[config.mk]
export PLATFORM = sky130hd
export DESIGN_NAME = event_burst_gen
export DESIGN_NICKNAME = d
export VERILOG_FILES = /design/src/rtl/event_burst_gen.sv
export SDC_FILE = /design/constraint.sdc
export NUM_CORES = 1
export LEC_CHECK = 0
export CORE_MARGIN = 4
export CORE_UTILIZATION = 50
export DETAILED_ROUTE_END_ITERATION = 8
export PLACE_DENSITY = 0.86
export SYNTH_ARGS = -nofsm -noshare
export SYNTH_HDL_FRONTEND = slang
export SYNTH_SLANG_ARGS = --single-unit
[constraint.sdc]
create_clock -name clk -period 2.8 [get_ports clk]
set_input_delay 0.28 -clock clk [delete_from_list [all_inputs] [get_ports clk]]
set_output_delay 0.28 -clock clk [all_outputs]
set_load 0.02 [all_outputs]
[src/rtl/event_burst_gen.sv]
// Event-strobe burst generator: emits burst_len single-cycle strobes spaced gap_len cycles apart.
// Optional macro EVENT_BURST_GEN_REPEAT_EN adds repeat_en for continuous re-bursting until stop.
module event_burst_gen #(
    parameter int CNT_W = 8,
    parameter int GAP_W = 8
) (
    input  logic             clk,
    input  logic             rst,
    input  logic             start,
    input  logic             stop,
`ifdef EVENT_BURST_GEN_REPEAT_EN
    input  logic             repeat_en,
`endif
    input  logic [CNT_W-1:0] burst_len,
    input  logic [GAP_W-1:0] gap_len,
    output logic             e_pulse,
    output logic [CNT_W-1:0] pulse_idx,
    output logic             busy,
    output logic             done,
    output logic             aborted,
    output logic             overrun
);

    typedef enum logic [1:0] {IDLE, PULSE, GAP, DONE} state_t;

    state_t           state, state_nxt;
    logic [CNT_W-1:0] len_q, len_nxt;
    logic [CNT_W-1:0] rem_q, rem_nxt;
    logic [CNT_W-1:0] idx_nxt;
    logic [GAP_W-1:0] gap_q, gap_nxt;
    logic [GAP_W-1:0] gcnt_q, gcnt_nxt;
    logic             rep_q, rep_nxt;
    logic             abort_nxt;

    // rem_q counts strobes still to emit, including the one in the current PULSE cycle
    always_comb begin
        state_nxt = state;
        len_nxt   = len_q;
        gap_nxt   = gap_q;
        rem_nxt   = rem_q;
        gcnt_nxt  = gcnt_q;
        rep_nxt   = rep_q;
        abort_nxt = 1'b0;
        idx_nxt   = pulse_idx;
        case (state)
            IDLE: begin
                if (start) begin
                    len_nxt = burst_len;
                    gap_nxt = gap_len;
                    rem_nxt = burst_len;
                    idx_nxt = '0;
`ifdef EVENT_BURST_GEN_REPEAT_EN
                    rep_nxt = repeat_en;
`else
                    rep_nxt = 1'b0;
`endif
                    state_nxt = (burst_len == '0) ? DONE : PULSE;
                end
            end
            PULSE: begin
                if (stop) begin
                    state_nxt = DONE;
                    abort_nxt = 1'b1;
                end else if (rem_q == CNT_W'(1)) begin
                    if (rep_q) begin
                        rem_nxt   = len_q;
                        gcnt_nxt  = gap_q;
                        state_nxt = (gap_q == '0) ? PULSE : GAP;
                    end else begin
                        state_nxt = DONE;
                    end
                end else begin
                    rem_nxt   = rem_q - CNT_W'(1);
                    gcnt_nxt  = gap_q;
                    state_nxt = (gap_q == '0) ? PULSE : GAP;
                end
            end
            GAP: begin
                if (stop) begin
                    state_nxt = DONE;
                    abort_nxt = 1'b1;
                end else if (gcnt_q <= GAP_W'(1)) begin
                    state_nxt = PULSE;
                end else begin
                    gcnt_nxt = gcnt_q - GAP_W'(1);
                end
            end
            DONE: state_nxt = IDLE;
            default: state_nxt = IDLE;
        endcase
        // Index of an upcoming strobe is how many have already gone out in this pass
        if (state_nxt == PULSE) begin
            idx_nxt = len_nxt - rem_nxt;
        end
    end

    always_ff @(posedge clk or posedge rst) begin
        if (rst) begin
            state     <= IDLE;
            len_q     <= '0;
            gap_q     <= '0;
            rem_q     <= '0;
            gcnt_q    <= '0;
            rep_q     <= 1'b0;
            e_pulse   <= 1'b0;
            pulse_idx <= '0;
            busy      <= 1'b0;
            done      <= 1'b0;
            aborted   <= 1'b0;
            overrun   <= 1'b0;
        end else begin
            state     <= state_nxt;
            len_q     <= len_nxt;
            gap_q     <= gap_nxt;
            rem_q     <= rem_nxt;
            gcnt_q    <= gcnt_nxt;
            rep_q     <= rep_nxt;
            e_pulse   <= (state_nxt == PULSE);
            pulse_idx <= idx_nxt;
            busy      <= (state_nxt == PULSE) || (state_nxt == GAP);
            done      <= (state_nxt == DONE);
            aborted   <= abort_nxt;
            overrun   <= start && (state != IDLE);
        end
    end

endmodule

==> reports/metrics.yaml <==
yosys.cell_types.count: 55
crit_top_cell: "a21oi_2"
final_max_slew_viol_count: 0
p_int_w: 0.00293
htreeDepth: 2
finalPower_w: 0.00519
grt_pass1_wl_mm: 11.7
antenna_cells: 0
nets: 432
worst-setup-path-type: "reg -> reg"
cts_tree: "built"
crit_required_ns: 2.99
worstPathCellList: "nor4_4 -> nand2_2 -> o21ai_4 -> buf_4 -> o21ai_0 -> a21oi_2 -> ha_1 -> a21o_1 -> a21oi_2 -> o21bai_1 -> a21oi_2 -> xor2_1 -> mux2i_1"
max_slew_margin_pct: 48.8
critPathMaxFanout: 5
dieArea_um2: 6810
grt_pass1_vias: 2462
period_needed_ns: 2.97
mostFrequentLayoutCell: "nand2_1"
switching_share_pct: 43.5
most-common-layout-cells: "nand2_1, buf_4, dfrtp_1"
cpPeakStageDelay_ns: 0.44
grt_use_total_pct: 22.4
synth_seq_cells: 47
place_area_um2: 3450
clockBufferDepth: 2
fin_cells: 466
synth_fp_nets: 348
drc: 0
start_util_pct: 53.0
grt_max_degree: 30
yosysWarnings: 0
yosys.area_share.simple_pct: 22.7
synth_seq_area_share_pct: 42.3
io_buffers: 32
p_leak_nw: 1.76
drt_wl_total_mm: 7.59
dp.cells: 444
synth_edf_count: 0
crit_family: "compound AO/OA/AOI/OAI gates"
dieHeight_um: 82.5
die-width_um: 82.5
drive_gt1_share_pct: 24.2
ys.flop_type: "dfrtp_1"
synth_fa_ha_area_share_pct: 7.93
hold_violations: 0
syn_inst: 311
cts_made_buffers: 5
io_pins: 33
vias: 2651
synth.area.mux_share_pct: 2.52
synth_top_family_by_area: "simple AND/OR/NAND/NOR gates"
num_rows: 26
worst_pin_slew_ns: 0.762
fmax_mhz: 337
postLayoutSetupSlackWorst_ns: -0.168
violations: "setup timing"
crit_buf_inv: 1
antenna_found_initial: 0
startpoint_type: "register"
hp-class: "in -> async"
path_clk_slew_ns: 0.09
outcome: "finished, violations left"
coreArea_um2: 5240
grt.overflow.total: 0
ir_drop_mv: 1.04
wire_per_inst_um: 16.3
dp_hpwl_mm: 4.98
clock_skew_ns: 0.00575
pwr-share-comb_pct: 67.5
clk_latency_ns: 0.30
critical-path-slowest-cell: "dfrtp_1"
ant_nets: 0
syn_avg_cell_area_um2: 8.93
drtIter0Drc: 229
drtPass1Iterations: 5
power.density_nw_per_um2: 1390
syn_area_um2: 2780
synthXorXnorAreaFrac_pct: 2.21
fin_util_pct: 71.4
crit_path_end_kind: "register"
seqPwrFrac_pct: 24.0
timing.hold.ws_ns: 0.274
cp.arrival_ns: 3.16
root_buffer: "clkbuf_8"
final_area_um2: 3740
cts_sinks: 47
rsz0062_at_grt: "true"
p_switching_w: 0.00226
p_clk_share_pct: 8.4
hold_buffers: 0
cap_violations: 0
synth_compound_area_share_pct: 17.3
setup_viol: 2
async_flop_share_pct: 100
avgViaCountPerCell: 5.69
area_growth_pct: 34.6
post-route-period-util_pct: 106
routabilityCongestion: 0.901
## final timing paths
check | startpoint | end | slack [ns] | depth (start not counted)
setup / recovery | rem_q[5] | pulse_idx[6] | -0.17 | 13
hold / removal | rst | gap_q[7] | 0.27 | 2
setup reg to reg | rem_q[5] | pulse_idx[6] | -0.17 | 13
hold reg to reg | len_q[0] | len_q[0] | 0.49 | 2
max in group asynchronous | rst | rem_q[5] | 1.80 | 3
min in group clk | len_q[0] | len_q[0] | 0.49 | 2
## repair_timing
| item | 4_1_cts | 5_1_grt |
|---|---|---|
| pin swaps | 7 | 16 |
| gates resized for setup | 8 | 18 |
| setup endpoints to repair | 3 | 5 |
| buffers inserted | 5 | 9 |
## state kept, by name (all words and copies together) (netlist names)
signal,cells
aborted,1
busy,1
done,1
e_pulse,1
gap_q,8
gcnt_q,8
len_q,8
overrun,1
pulse_idx,8
rem_q,8
state,2
## cell type report
type / instances / area, um^2
fill: 355 / 1500
multi-input combinational: 233 / 1550
tap: 70 / 87.6
clock inverter: 1 / 8.76
timing repair buffer: 90 / 759
clock buffer: 7 / 86.3
sequential: 47 / 1180
inverter: 18 / 67.6
## worst register-to-register path: stages, from the launching register on
cell      delay (ns)
dfrtp_1         0.44
nor4_4          0.40
nand2_2         0.14
o21ai_4         0.19
buf_4           0.15
o21ai_0         0.17
a21oi_2         0.22
ha_1            0.28
a21o_1          0.19
a21oi_2         0.13
o21bai_1        0.11
a21oi_2         0.19
xor2_1          0.15
mux2i_1         0.09
## cell families after synthesis
family / count (synthesis)
compound gates: 75
xor+xnor: 7
simple gates: 127
flops: 47
fa+ha+maj: 17
buf+inv: 31
mux: 7
## layer usage
metal	vias to the layer above	global-route usage [%]	share of wire, %
met5	-	0	0
met4	0	6.70	1.6
met3	17	4.88	6.7
met2	121	35.2	47
met1	1278	30.9	45
li1	1235	-	-
## synth_stat cells (all sizes together) (4+ instances only)
cell	count	share of area, %
a21oi	14	2.7
inv	18	2.4
xnor2	4	1.3
dfrtp	47	42
ha	16	7.2
nand3	5	0.90
a31oi	6	1.4
nand2	71	9.6
buf	4	0.95
mux2i	7	2.5
clkbuf	9	1.6
nor2	13	1.8
nor2b	10	2.3
a21o	4	1.1
nor4	7	2.7
o21ai	31	5.7
## metrics by stage
step	TNS, ns	setup WS [ns]
after floorplan	0	0.00342
final	-0.171	-0.168
after CTS	0	0.00410
after global routing	-0.713	-0.304
after global placement	-0.0237	-0.0237
after detailed placement	-0.227	-0.107
## power by group through the flow
stage / combinational (W) / sequential (W) / clock [W]
5_1_grt: 0.00383 / 0.00128 / 0.000471
6_report: 0.00350 / 0.00125 / 0.000438
3_5_place_dp: 0.00307 / 0.00123 / 0
2_1_floorplan: 0.00189 / 0.00132 / 0
3_3_place_gp: 0.00299 / 0.00122 / 0
4_1_cts: 0.00320 / 0.00123 / 0.000441
(Power assumes the default switching activity.)
